### config.mk
export PLATFORM = sky130hd
export DESIGN_NAME = mc_ctl_fsm_flat
export DESIGN_NICKNAME = d
export VERILOG_FILES = /design/src/rtl/mc_ctl_fsm_if.sv /design/src/rtl/mc_ctl_fsm.sv /design/src/flat_wrapper.sv
export SDC_FILE = /design/constraint.sdc
export NUM_CORES = 1
export LEC_CHECK = 0
export BUFFER_PORTS_ARGS = -buffer_cell sky130_fd_sc_hd__buf_2
export CAP_MARGIN = 20
export CORE_MARGIN = 5
export CORE_UTILIZATION = 54
export CTS_CLUSTER_DIAMETER = 60
export DETAILED_ROUTE_END_ITERATION = 16
export PLACE_DENSITY = 0.8
export SYNTH_ARGS = -nofsm -noshare
export SYNTH_HDL_FRONTEND = slang
export SYNTH_SLANG_ARGS = --single-unit
### constraint.sdc
create_clock -name clk -period 3.3 [get_ports clk]
set_clock_uncertainty 0.15 [all_clocks]
set_input_delay 0.495 -clock clk [delete_from_list [all_inputs] [get_ports clk]]
set_output_delay 0.495 -clock clk [all_outputs]
set_load 0.03 [all_outputs]
### src/rtl/mc_ctl_fsm_if.sv
// ============================================================================
// Module   : mc_ctl_fsm_if
// Purpose  : Control/handshake bundle between the multi-cycle sequencer and
//            the datapath/memory. master = sequencer, slave = datapath side.
// Revision : 1.0 - initial release
// ============================================================================
`default_nettype none

interface mc_ctl_fsm_if;
  logic [5:0] opcode;
  logic       mem_ready;
  logic       mem_req;
  logic       IorD;
  logic       IRWrite;
  logic       PCWrite;
  logic       Branch;
  logic [1:0] PCSrc;
  logic       MemWrite;
  logic       RegWrite;
  logic       RegDst;
  logic       MemtoReg;
  logic       ALUSrcA;
  logic [1:0] ALUSrcB;
  logic [1:0] ALUop;
  logic       instr_done;
  logic       err;
  logic [3:0] state;

  modport master (
    input  opcode, mem_ready,
    output mem_req, IorD, IRWrite, PCWrite, Branch, PCSrc, MemWrite,
           RegWrite, RegDst, MemtoReg, ALUSrcA, ALUSrcB, ALUop,
           instr_done, err, state
  );

  modport slave (
    output opcode, mem_ready,
    input  mem_req, IorD, IRWrite, PCWrite, Branch, PCSrc, MemWrite,
           RegWrite, RegDst, MemtoReg, ALUSrcA, ALUSrcB, ALUop,
           instr_done, err, state
  );
endinterface

`default_nettype wire

### src/rtl/mc_ctl_fsm.sv
// ============================================================================
// Module   : mc_ctl_fsm
// Purpose  : Multi-cycle MIPS-subset control sequencer. Steps the datapath
//            through fetch/decode/execute/memory/writeback, bounds each
//            memory wait with a timeout and pulses instr_done on retirement.
// Options  : MC_CTL_ILLEGAL_TRAP_EN - unknown opcodes trap (state 15, err=1)
//            instead of retiring as a NOP.
// Revision : 1.0 - initial release
// ============================================================================
`default_nettype none

module mc_ctl_fsm #(
  parameter int MAX_WAIT = 16,
  parameter int WAIT_W   = 5
) (
  input  logic          clk,
  input  logic          rst_n,
  mc_ctl_fsm_if.master  bus
);

  typedef enum logic [3:0] {
    S_FETCH  = 4'd0,
    S_DECODE = 4'd1,
    S_MEMADR = 4'd2,
    S_MEMRD  = 4'd3,
    S_MEMWB  = 4'd4,
    S_MEMWR  = 4'd5,
    S_EXEC   = 4'd6,
    S_ALUWB  = 4'd7,
    S_BRANCH = 4'd8,
    S_ADDIEX = 4'd9,
    S_ADDIWB = 4'd10,
    S_JUMP   = 4'd11,
    S_ERR    = 4'd14,
    S_TRAP   = 4'd15
  } state_t;

  localparam logic [5:0] C_OP_RTYPE = 6'b000000;
  localparam logic [5:0] C_OP_J     = 6'b000010;
  localparam logic [5:0] C_OP_BEQ   = 6'b000100;
  localparam logic [5:0] C_OP_ADDI  = 6'b001000;
  localparam logic [5:0] C_OP_LW    = 6'b100011;
  localparam logic [5:0] C_OP_SW    = 6'b101011;

  // Moore control word; *_rdy bits are still qualified by mem_ready on output.
  typedef struct packed {
    logic       mem_req;
    logic       iord;
    logic       irw_rdy;
    logic       pcw;
    logic       pcw_rdy;
    logic       branch;
    logic [1:0] pcsrc;
    logic       mw_rdy;
    logic       reg_write;
    logic       reg_dst;
    logic       mem_to_reg;
    logic       alu_src_a;
    logic [1:0] alu_src_b;
    logic [1:0] alu_op;
    logic       done;
    logic       done_rdy;
    logic       err;
  } ctl_t;

  function automatic ctl_t decode(input state_t s);
    ctl_t c;
    c = '0;
    case (s)
      S_FETCH:  begin c.mem_req = 1'b1; c.irw_rdy = 1'b1; c.pcw_rdy = 1'b1; c.alu_src_b = 2'b01; end
      S_DECODE: begin c.alu_src_b = 2'b11; end
      S_MEMADR: begin c.alu_src_a = 1'b1; c.alu_src_b = 2'b10; end
      S_MEMRD:  begin c.mem_req = 1'b1; c.iord = 1'b1; end
      S_MEMWB:  begin c.reg_write = 1'b1; c.mem_to_reg = 1'b1; c.done = 1'b1; end
      S_MEMWR:  begin c.mem_req = 1'b1; c.iord = 1'b1; c.mw_rdy = 1'b1; c.done_rdy = 1'b1; end
      S_EXEC:   begin c.alu_src_a = 1'b1; c.alu_op = 2'b10; end
      S_ALUWB:  begin c.reg_write = 1'b1; c.reg_dst = 1'b1; c.done = 1'b1; end
      S_BRANCH: begin c.alu_src_a = 1'b1; c.alu_op = 2'b01; c.branch = 1'b1; c.pcsrc = 2'b01; c.done = 1'b1; end
      S_ADDIEX: begin c.alu_src_a = 1'b1; c.alu_src_b = 2'b10; end
      S_ADDIWB: begin c.reg_write = 1'b1; c.done = 1'b1; end
      S_JUMP:   begin c.pcw = 1'b1; c.pcsrc = 2'b10; c.done = 1'b1; end
      S_ERR:    begin c.err = 1'b1; end
      S_TRAP:   begin c.err = 1'b1; end
      default:  begin c = '0; end
    endcase
    return c;
  endfunction

  state_t            r_state;
  state_t            w_next;
  ctl_t              r_ctl;
  logic [WAIT_W-1:0] r_wait_cnt;
  logic              w_is_mem;
  logic              w_timeout;
  logic              w_nop;

  assign w_is_mem  = (r_state == S_FETCH) || (r_state == S_MEMRD) || (r_state == S_MEMWR);
  assign w_timeout = !bus.mem_ready && (r_wait_cnt == WAIT_W'(MAX_WAIT - 1));

`ifdef MC_CTL_ILLEGAL_TRAP_EN
  assign w_nop = 1'b0;
`else
  // An unrecognised opcode retires straight out of DECODE as a NOP.
  assign w_nop = (r_state == S_DECODE) &&
                 !(bus.opcode inside {C_OP_RTYPE, C_OP_J, C_OP_BEQ, C_OP_ADDI, C_OP_LW, C_OP_SW});
`endif

  // Next-state selection from current state, opcode and memory handshake.
  always_comb begin
    w_next = r_state;
    case (r_state)
      S_FETCH:  if (bus.mem_ready) w_next = S_DECODE; else if (w_timeout) w_next = S_ERR;
      S_DECODE: begin
        case (bus.opcode)
          C_OP_LW, C_OP_SW: w_next = S_MEMADR;
          C_OP_RTYPE:       w_next = S_EXEC;
          C_OP_BEQ:         w_next = S_BRANCH;
          C_OP_ADDI:        w_next = S_ADDIEX;
          C_OP_J:           w_next = S_JUMP;
          default: begin
`ifdef MC_CTL_ILLEGAL_TRAP_EN
            w_next = S_TRAP;
`else
            w_next = S_FETCH;
`endif
          end
        endcase
      end
      S_MEMADR: w_next = (bus.opcode == C_OP_LW) ? S_MEMRD : S_MEMWR;
      S_MEMRD:  if (bus.mem_ready) w_next = S_MEMWB; else if (w_timeout) w_next = S_ERR;
      S_MEMWB:  w_next = S_FETCH;
      S_MEMWR:  if (bus.mem_ready) w_next = S_FETCH; else if (w_timeout) w_next = S_ERR;
      S_EXEC:   w_next = S_ALUWB;
      S_ALUWB:  w_next = S_FETCH;
      S_BRANCH: w_next = S_FETCH;
      S_ADDIEX: w_next = S_ADDIWB;
      S_ADDIWB: w_next = S_FETCH;
      S_JUMP:   w_next = S_FETCH;
      S_ERR:    w_next = S_ERR;
      S_TRAP:   w_next = S_TRAP;
      default:  w_next = S_FETCH;
    endcase
  end

  // State, wait counter and the control word for the state being entered.
  always_ff @(posedge clk) begin
    if (!rst_n) begin
      r_state    <= S_FETCH;
      r_wait_cnt <= '0;
      r_ctl      <= decode(S_FETCH);
    end else begin
      r_state <= w_next;
      r_ctl   <= decode(w_next);
      if (w_next != r_state)
        r_wait_cnt <= '0;
      else if (w_is_mem && !bus.mem_ready)
        r_wait_cnt <= r_wait_cnt + WAIT_W'(1);
    end
  end

  assign bus.mem_req    = r_ctl.mem_req;
  assign bus.IorD       = r_ctl.iord;
  assign bus.IRWrite    = r_ctl.irw_rdy & bus.mem_ready;
  assign bus.PCWrite    = r_ctl.pcw | (r_ctl.pcw_rdy & bus.mem_ready);
  assign bus.Branch     = r_ctl.branch;
  assign bus.PCSrc      = r_ctl.pcsrc;
  assign bus.MemWrite   = r_ctl.mw_rdy & bus.mem_ready;
  assign bus.RegWrite   = r_ctl.reg_write;
  assign bus.RegDst     = r_ctl.reg_dst;
  assign bus.MemtoReg   = r_ctl.mem_to_reg;
  assign bus.ALUSrcA    = r_ctl.alu_src_a;
  assign bus.ALUSrcB    = r_ctl.alu_src_b;
  assign bus.ALUop      = r_ctl.alu_op;
  assign bus.instr_done = r_ctl.done | (r_ctl.done_rdy & bus.mem_ready) | w_nop;
  assign bus.err        = r_ctl.err;
  assign bus.state      = r_state;

endmodule

`default_nettype wire

### src/flat_wrapper.sv
// flat-port wrapper written by rule: the top's interface ports become plain ports
module mc_ctl_fsm_flat 
#(
  parameter int MAX_WAIT = 16,
  parameter int WAIT_W   = 5
)
  (clk, rst_n, bus_opcode, bus_mem_ready, bus_mem_req, bus_IorD, bus_IRWrite, bus_PCWrite, bus_Branch, bus_PCSrc, bus_MemWrite, bus_RegWrite, bus_RegDst, bus_MemtoReg, bus_ALUSrcA, bus_ALUSrcB, bus_ALUop, bus_instr_done, bus_err, bus_state);
  mc_ctl_fsm_if bus_i ();
  input  logic clk;
  input  logic rst_n;
  input wire logic [$bits(bus_i.opcode)-1:0] bus_opcode;
  input wire logic [$bits(bus_i.mem_ready)-1:0] bus_mem_ready;
  output wire logic [$bits(bus_i.mem_req)-1:0] bus_mem_req;
  output wire logic [$bits(bus_i.IorD)-1:0] bus_IorD;
  output wire logic [$bits(bus_i.IRWrite)-1:0] bus_IRWrite;
  output wire logic [$bits(bus_i.PCWrite)-1:0] bus_PCWrite;
  output wire logic [$bits(bus_i.Branch)-1:0] bus_Branch;
  output wire logic [$bits(bus_i.PCSrc)-1:0] bus_PCSrc;
  output wire logic [$bits(bus_i.MemWrite)-1:0] bus_MemWrite;
  output wire logic [$bits(bus_i.RegWrite)-1:0] bus_RegWrite;
  output wire logic [$bits(bus_i.RegDst)-1:0] bus_RegDst;
  output wire logic [$bits(bus_i.MemtoReg)-1:0] bus_MemtoReg;
  output wire logic [$bits(bus_i.ALUSrcA)-1:0] bus_ALUSrcA;
  output wire logic [$bits(bus_i.ALUSrcB)-1:0] bus_ALUSrcB;
  output wire logic [$bits(bus_i.ALUop)-1:0] bus_ALUop;
  output wire logic [$bits(bus_i.instr_done)-1:0] bus_instr_done;
  output wire logic [$bits(bus_i.err)-1:0] bus_err;
  output wire logic [$bits(bus_i.state)-1:0] bus_state;
  assign bus_i.opcode = bus_opcode;
  assign bus_i.mem_ready = bus_mem_ready;
  assign bus_mem_req = bus_i.mem_req;
  assign bus_IorD = bus_i.IorD;
  assign bus_IRWrite = bus_i.IRWrite;
  assign bus_PCWrite = bus_i.PCWrite;
  assign bus_Branch = bus_i.Branch;
  assign bus_PCSrc = bus_i.PCSrc;
  assign bus_MemWrite = bus_i.MemWrite;
  assign bus_RegWrite = bus_i.RegWrite;
  assign bus_RegDst = bus_i.RegDst;
  assign bus_MemtoReg = bus_i.MemtoReg;
  assign bus_ALUSrcA = bus_i.ALUSrcA;
  assign bus_ALUSrcB = bus_i.ALUSrcB;
  assign bus_ALUop = bus_i.ALUop;
  assign bus_instr_done = bus_i.instr_done;
  assign bus_err = bus_i.err;
  assign bus_state = bus_i.state;
  mc_ctl_fsm #(.MAX_WAIT(MAX_WAIT), .WAIT_W(WAIT_W)) u_core (.clk(clk), .rst_n(rst_n), .bus(bus_i));
endmodule
==> results.cfg, run 1 <==
[place]
place_worst_setup_slack_ns = 0.714
place.gp.congestion = 0.799
portBuffers = 30
dp_hpwl_um = 2490

[route]
viasPerCell = 5.95
wl_um = 3200
drtPass1Iterations = 4
dr_total_vias = 1310
route.detailed.wl_per_inst_um = 14.6
ant_nets = 0
first_iter_violations = 90
drc = 0

[synth]
synthAdderAreaFrac_pct = 2.27
ys_ff_latch = 25
synth-compound-area-share_pct = 17.2
synth-xor-area-share_pct = 7.22
ys_top_cells_by_area = dfxtp_1, buf_4, nor2_1
yosys_warnings = 0
synth_edf_count = 0
synthCells = 172
synth_top_family_by_area = simple AND/OR/NAND/NOR gates
syn-num-nets = 183
synth.avg_cell_area_um2 = 8.97
synthSimpleGateAreaFrac_pct = 29.6
synth_top_flop_cell = dfxtp_1
synth-async-reset-ratio_pct = 0
synth_cell_types = 59
yosysSeqAreaShare_pct = 32.4
synth_mux_area_share_pct = 1.95
synth_top_area_share_pct = 32.4
synth_top_area_cell = dfxtp_1
synth.cell_area_um2 = 1540

[grt]
track_usage_pct = 16.8
overflow = 0
first_global_vias = 1247
antenna_found_initial = 0
grt_max_degree = 18
grt_pass1_wl_um = 5620

[clocking]
cts_htree_levels = 1
cts_max_path_buffers = 2
tritoncts = built
ctsHoldBuffers = 0
clock_latency_ns = 0.31
clkTransAtPathRegs_ns = 0.12
cts_repair_resize_count = 0
clock_sinks = 25
numCtsBuffers = 3
root_buffer = clkbuf_4
postCtsSetupRepairBufs = 0

[sta]
worst_pin_slew_ns = 0.723
min_period_ns = 2.59
slew_violations = 0
min_period_over_period_pct = 78.5
rsz0062_at_grt = false
slew_headroom_pct = 51.7
fin_ws_ns = 0.710
fin_tns_setup_ns = 0
finalHoldViolations = 0
finalSetupViolCount = 0
fmax_ghz = 0.386

[die]
die_h_um = 63.5
die_x_um = 63.5
rows = 19
die_area_um2 = 4030
io_pins = 31
core-area_um2 = 2760
initial_core_util_pct = 55.9

[hold_path]
min_path_cells = 2
worstHoldPathType = input pin to register

[finish]
multi_input_area_um2 = 898
drive_above_1_share_pct = 28.6
antenna_cells = 0
final_nets = 201
ff_latch_area_um2 = 500
area_growth_pct = 6.08
n_fill_cell = 240

[setup_path]
worstPathRequired_ns = 3.37
path_max_fanout = 14
cp-end-kind = register
arrival_ns = 2.66
reg2regPathDepth = 9
start_kind = register
critical_path_class = register to register

[flow_run]
max-cap-violations = 0

[power_and_ir_drop]
p_leak_nw = 0.688
max-vdd-ir-drop_mv = 0.424
powerDensity_nw_per_um2 = 330

[status]
status = finished, final reports clean
[metal layers]
layer | wire length [um] | global-route usage, % | share of wire (%)
met4 | 59 | 5.71 | 1.8
met5 | 0 | 0 | 0
met2 | 1560 | 29.1 | 49
met3 | 275 | 4.26 | 8.6
met1 | 1310 | 19.8 | 41
[where the power goes]
| part | switching (mW) | internal (mW) |
|---|---|---|
| registers | 0.00723 | 0.309 |
| logic | 0.0598 | 0.0343 |
| clock network | 0.0819 | 0.0473 |
| total | 0.149 | 0.390 |
[state kept, by name (all words and copies together) (netlist names), 2 cells and up]
register	cells
u_core.r_wait_cnt	5
u_core.bus.ALUop	2
u_core.r_ctl	4
u_core.bus.ALUSrcB	2
u_core.bus.state	4
[synth_stat cells, types with 2 or more instances]
cell type	count
a21oi_1	4
a21oi_2	2
a31oi_1	2
and2_1	6
and3_1	4
buf_2	4
buf_4	8
buf_6	3
clkbuf_1	2
dfxtp_1	25
ha_1	2
inv_1	6
mux2i_1	3
nand2_1	11
nand3_1	3
nand4_1	3
nor2_1	12
nor2_2	2
nor2b_1	2
nor3_1	8
nor3b_1	4
nor4_1	6
nor4b_2	2
o21ai_0	3
o21ai_1	3
o31ai_1	2
xnor2_1	5
xor2_1	4
[through the flow]
step	util (%)	hold slack [ns]	cell area [um^2]	total power, mW	cells
after CTS	59.3	0.296	1640	0.545	220
after floorplan	-	0.358	1540	0.395	172
after detailed placement	58.4	0.378	1610	0.417	216
final	59.3	0.292	1640	0.539	220
after global routing	59.3	0.300	1640	0.573	220
after global placement	58.4	0.385	1610	0.413	216
[layout by cell type, fill, tap and decap left out, types with 2 or more instances in the layout]
master,netlist,layout
a21oi_1,4,4
a21oi_2,2,2
a31oi_1,2,2
and2_1,6,6
and3_1,4,4
buf_2,4,30
clkbuf_4,0,3
dfxtp_1,25,25
ha_1,2,2
inv_1,6,6
mux2i_1,3,3
nand2_1,11,11
nand3_1,3,3
nand4_1,3,3
nor2_1,12,12
nor2_2,2,2
nor2b_1,2,2
nor3_1,8,8
nor3b_1,4,4
nor4_1,6,6
nor4b_2,2,2
o21ai_0,3,3
o21ai_1,3,3
o31ai_1,2,2
xnor2_1,5,5
xor2_1,4,4
[final cells by class]
cell class	count	share of cell area (%)
tap	31	2.37
multi-input combinational	124	54.9
timing repair buffer	30	9.17
inverter	6	1.38
clock buffer	4	1.61
sequential	25	30.6
[worst paths after layout]
kind                             start                     to  slack (ns)
setup / recovery  u_core.r_wait_cnt[0]        u_core.r_ctl[2]        0.71
hold / removal                   rst_n  u_core.bus.ALUSrcB[0]        0.29
setup reg to reg  u_core.r_wait_cnt[0]        u_core.r_ctl[2]        0.71
hold reg to reg   u_core.r_wait_cnt[3]   u_core.r_wait_cnt[3]        0.40
[logic make-up after synthesis]
| logic type | after synthesis |
|---|---|
| simple gates | 75 |
| compound gates | 32 |
| flops | 25 |
| buf+inv | 23 |
| xor+xnor | 11 |
| mux | 3 |
| fa+ha+maj | 3 |
[worst max-delay path: stages (launching register included)]
cell      delay (ns)
dfxtp_1         0.39
ha_1            0.18
and3_1          0.16
ha_1            0.26
or3b_1          0.37
a21oi_1         0.15
o21ai_1         0.09
o2111a_2        0.25
and3_1          0.22
a211o_1         0.28
Power figures use the tool's default switching activity.
==> inputs of run 2 (changes only) <==
- ABC_AREA: unset -> 1
- CORE_UTILIZATION: 54 -> 53
- PLACE_DENSITY: 0.8 -> 0.79
- clock period: 3.3 -> 2.45 ns (I/O delays scaled with it)
==> results.cfg, run 2 <==
[die]
io_pins = 31
die_h_um = 62.3
die_area_um2 = 3880
rows = 19
core-area_um2 = 2690
initial_core_util_pct = 53.9
die_x_um = 62.3

[synth]
ys_ff_latch = 25
yosysSeqAreaShare_pct = 34.5
ys_top_cells_by_area = dfxtp_1, nand2_1, nor2_1
yosysMostFrequentCell = nand2_1
synth.avg_cell_area_um2 = 6.62
yosys-top-cells-count = nand2_1, nor2_1, inv_1, dfxtp_1, nand3_1
synth-compound-area-share_pct = 3.89
synth_top_area_cell = dfxtp_1
synth_edf_count = 0
synthAdderAreaFrac_pct = 1.73
synth_cell_types = 26
synth_top_flop_cell = dfxtp_1
syn-num-nets = 230
yosys_warnings = 0
synth-async-reset-ratio_pct = 0
synth_top_area_share_pct = 34.5
synthSimpleGateAreaFrac_pct = 44.0
synthCells = 219
synth-xor-area-share_pct = 1.81
synth_mux_area_share_pct = 0.777
synth.cell_area_um2 = 1450
synth_top_family_by_area = simple AND/OR/NAND/NOR gates

[hold_path]
worstHoldStart = rst_n
worstHoldPathType = input pin to register

[setup_path]
arrival_ns = 1.71
critPathTopFamily = flip-flops
crit_slowest_cell = dfxtp_1
crit_chain = inv_2 -> nor2_4 -> nand2_1 -> inv_2 -> nand3_1 -> o21ai_0 -> buf_2
critPathBufInv = 3
reg2reg_from = u_core.r_wait_cnt[0]
cp-end-kind = output port
critical_path_class = register to output port
crit_top_cell = inv_2
path_max_fanout = 7
start_kind = register
worstPathRequired_ns = 1.93
cpPeakStageDelay_ns = 0.49
crit_start = u_core.bus.state[0]

[route]
wl_um = 2970
drc = 0
drtPass1Iterations = 5
first_iter_violations = 45
dr_total_vias = 1329
route.detailed.wl_per_inst_um = 10.7
viasPerCell = 4.80
ant_nets = 0

[sta]
fin_ws_ns = 0.220
fin_tns_setup_ns = 0
rsz0062_at_grt = false
slew_violations = 0
finalSetupViolCount = 0
fmax_ghz = 0.448
hold-worst-slack_ns = 0.184
min_period_ns = 2.23
finalHoldViolations = 0
min_period_over_period_pct = 91.0
worst_pin_slew_ns = 0.347
slew_headroom_pct = 76.8

[power_and_ir_drop]
powerDensity_nw_per_um2 = 492
max-vdd-ir-drop_mv = 0.615
p_leak_nw = 0.948
power_frac_clock_pct = 23.2
p_sw_mw = 0.256
p_total_mw = 0.797
combPwrFrac_pct = 22.5
switching_share_pct = 32.2
power_frac_seq_pct = 54.3
intPower_mw = 0.540

[clocking]
cts_repair_resize_count = 0
clkTransAtPathRegs_ns = 0.14
clock_latency_ns = 0.32
cts_max_path_buffers = 2
clock_sinks = 25
ctsHoldBuffers = 0
tritoncts = built
numCtsBuffers = 3
postCtsSetupRepairBufs = 0
root_buffer = clkbuf_4
cts_htree_levels = 1

[grt]
overflow = 0
grt_pass1_wl_um = 5220
first_global_vias = 1242
antenna_found_initial = 0
grt_max_degree = 16
track_usage_pct = 16.0

[place]
place.gp.congestion = 0.862
portBuffers = 30
dp_hpwl_um = 2390
place_worst_setup_slack_ns = 0.428

[finish]
area_growth_pct = 11.7
drive_above_1_share_pct = 25.2
layout_commonest_cell = nand2_1
antenna_cells = 0
layout_common_cells = nand2_1, nor2_1, inv_1, buf_2, dfxtp_1
largest_reg_flops = 5
n_fill_cell = 279
regMostFlops = u_core.r_wait_cnt
final_nets = 258

[status]
status = finished, final reports clean

[flow_run]
max-cap-violations = 0
==> run 2: cell types whose count changed in the layout (fill, tap and decap cells not counted), sizes merged, moves of 4 or more <==
cell	delta
nand2	+41
and2	-6
nor3b	-4
and3	-4
nor2	+32
nor3	-5
inv	+32
xnor2	-5
nand3	+22
nor4	-6
==> run 2: cell families (layout without fill, tap and decap cells) <==
group           Yosys count  in the layout
fa+ha+maj                 2              2
compound gates           11             11
mux                       1              1
flops                    25             25
simple gates            132            132
xor+xnor                  3              3
buf+inv                  45             72
==> run 2: per-layer routing <==
metal	share of wire (%)	vias up	GRT usage, %
li1	-	720	-
met1	41	558	19.0
met2	49	47	28.5
met3	9.0	4	4.50
met4	0.98	0	3.18
met5	0	-	0
==> run 2: worst paths after layout <==
kind / endpoint / slack [ns] / cells past startpoint
max: bus_instr_done / 0.22 / 7
min reg2reg: u_core.r_wait_cnt[3] / 0.40 / 3
max reg2reg: u_core.r_wait_cnt[0] / 0.41 / 14
min: u_core.bus.ALUSrcB[1] / 0.18 / 3
==> run 2: tightest hold or removal path, stage by stage <==
cell and delay [ns]:
buf_2 0.16, nand2_1 0.08, inv_1 0.03
==> run 2: per-stage QoR <==
step           util, %  instances  instance area, um^2
2_1_floorplan        -        219                 1450
5_1_grt           60.3        277                 1620
4_1_cts           60.3        277                 1620
3_5_place_dp      59.2        273                 1590
3_3_place_gp      59.2        273                 1590
6_report          60.3        277                 1620
==> run 2: final cells by class <==
cell class	instances	area, um^2	area share, %
multi-input cells	149	757	46.8
well taps	31	38.8	2.40
repair buffers	30	150	9.27
clock buffers	3	22.5	1.39
inverters	38	143	8.81
clock inverters	1	7.51	0.464
flip-flops and latches	25	500	30.9
==> run 2: power groups by stage <==
stage	logic [mW]	clock network [mW]	registers [mW]
after floorplan	0.129	0	0.451
after global placement	0.179	0	0.441
after detailed placement	0.180	0	0.442
after CTS	0.181	0.193	0.433
after global routing	0.202	0.206	0.436
final	0.180	0.185	0.433
==> inputs of run 3 (changes only) <==
- PLACE_DENSITY: 0.79 -> 0.74
==> results.cfg, run 3 (synthesis gave the netlist of run 2 again) <==
[finish]
area_growth_pct = 11.7
drive_above_1_share_pct = 25.2
layout_common_cells = nand2_1, nor2_1, inv_1, buf_2, dfxtp_1
largest_reg_flops = 5
regMostFlops = u_core.r_wait_cnt
final_nets = 258
layout_commonest_cell = nand2_1
antenna_cells = 0

[power_and_ir_drop]
max-vdd-ir-drop_mv = 0.382
p_leak_nw = 0.948
powerDensity_nw_per_um2 = 495

[die]
initial_core_util_pct = 53.9
io_pins = 31
die_area_um2 = 3880
core-area_um2 = 2690
rows = 19
die_x_um = 62.3
die_h_um = 62.3

[place]
dp_hpwl_um = 2380
portBuffers = 30
place_worst_setup_slack_ns = 0.446
place.gp.congestion = 0.851

[sta]
finalHoldViolations = 0
slew_violations = 0
finalSetupViolCount = 0
worst_pin_slew_ns = 0.341
fmax_ghz = 0.439
fin_tns_setup_ns = 0
min_period_over_period_pct = 92.9
slew_headroom_pct = 77.2
rsz0062_at_grt = false
fin_ws_ns = 0.173
min_period_ns = 2.28

[grt]
grt_pass1_wl_um = 5350
track_usage_pct = 16.5
antenna_found_initial = 0
overflow = 0
grt_max_degree = 16
first_global_vias = 1250

[setup_path]
worstPathRequired_ns = 1.93
cpPeakStageDelay_ns = 0.51
critPathTopFamily = flip-flops
critical_path_class = register to output port
critPathBufInv = 3
crit_chain = inv_2 -> nor2_4 -> nand2_1 -> inv_2 -> nand3_1 -> o21ai_0 -> buf_2
crit_top_cell = inv_2
start_kind = register
path_max_fanout = 7
crit_slowest_cell = dfxtp_1
cp-end-kind = output port
arrival_ns = 1.76

[clocking]
clock_latency_ns = 0.32
cts_repair_resize_count = 0
numCtsBuffers = 3
clkTransAtPathRegs_ns = 0.14
cts_max_path_buffers = 2
ctsHoldBuffers = 0
root_buffer = clkbuf_4
postCtsSetupRepairBufs = 0
tritoncts = built
cts_htree_levels = 1
clock_sinks = 25

[route]
route.detailed.wl_per_inst_um = 10.7
viasPerCell = 4.71
dr_total_vias = 1304
drtPass1Iterations = 4
first_iter_violations = 30
wl_um = 2970
drc = 0
ant_nets = 0

[status]
status = finished, final reports clean

[flow_run]
max-cap-violations = 0

[hold_path]
worstHoldPathType = input pin to register
-- run 3: cell counts in the layout (fill, tap and decap cells not counted) --
Identical to the previous run, type by type.
-- run 3: routing by layer --
metal	part of all wire, %	vias to the layer above	track usage, %
met1	46	566	20.4
li1	-	717	-
met2	49	19	28.4
met5	0	-	0
met4	0.61	0	5.04
met3	4.4	2	3.42
-- run 3: stage by stage --
stage | total power, mW | area, um^2 | std cells | utilization, % | hold slack (ns)
final | 0.801 | 1620 | 277 | 60.3 | 0.185
after global routing | 0.848 | 1620 | 277 | 60.3 | 0.176
after CTS | 0.805 | 1620 | 277 | 60.3 | 0.183
after detailed placement | 0.623 | 1590 | 273 | 59.2 | 0.373
after global placement | 0.620 | 1590 | 273 | 59.2 | 0.367
after floorplan | 0.581 | 1450 | 219 | - | 0.352
-- run 3: final timing paths --
path	start	endpoint	slack, ns	depth (start not counted)
max	u_core.bus.state[0]	bus_instr_done	0.17	7
min	rst_n	u_core.bus.state[1]	0.18	3
max reg2reg	u_core.r_wait_cnt[0]	u_core.r_wait_cnt[2]	0.42	14
min reg2reg	u_core.r_wait_cnt[3]	u_core.r_wait_cnt[3]	0.39	3
-- run 3: worst min-delay path: stages --
cell and delay [ns]:
buf_2 0.15, nand2_1 0.08, inv_1 0.03
-- run 3: report_power, final --
group | internal (mW) | switching (mW) | leakage (nW)
clock | 0.0623 | 0.124 | 0.0139
sequential | 0.422 | 0.0109 | 0.203
combinational | 0.0564 | 0.126 | 0.732
total | 0.541 | 0.260 | 0.948
-- run 3: layout make-up --
class | count | area (um^2)
fill | 284 | 1070
multi-input combinational | 149 | 757
sequential | 25 | 500
timing repair buffer | 30 | 150
inverter | 38 | 143
tap | 31 | 38.8
clock buffer | 3 | 22.5
clock inverter | 1 | 7.51
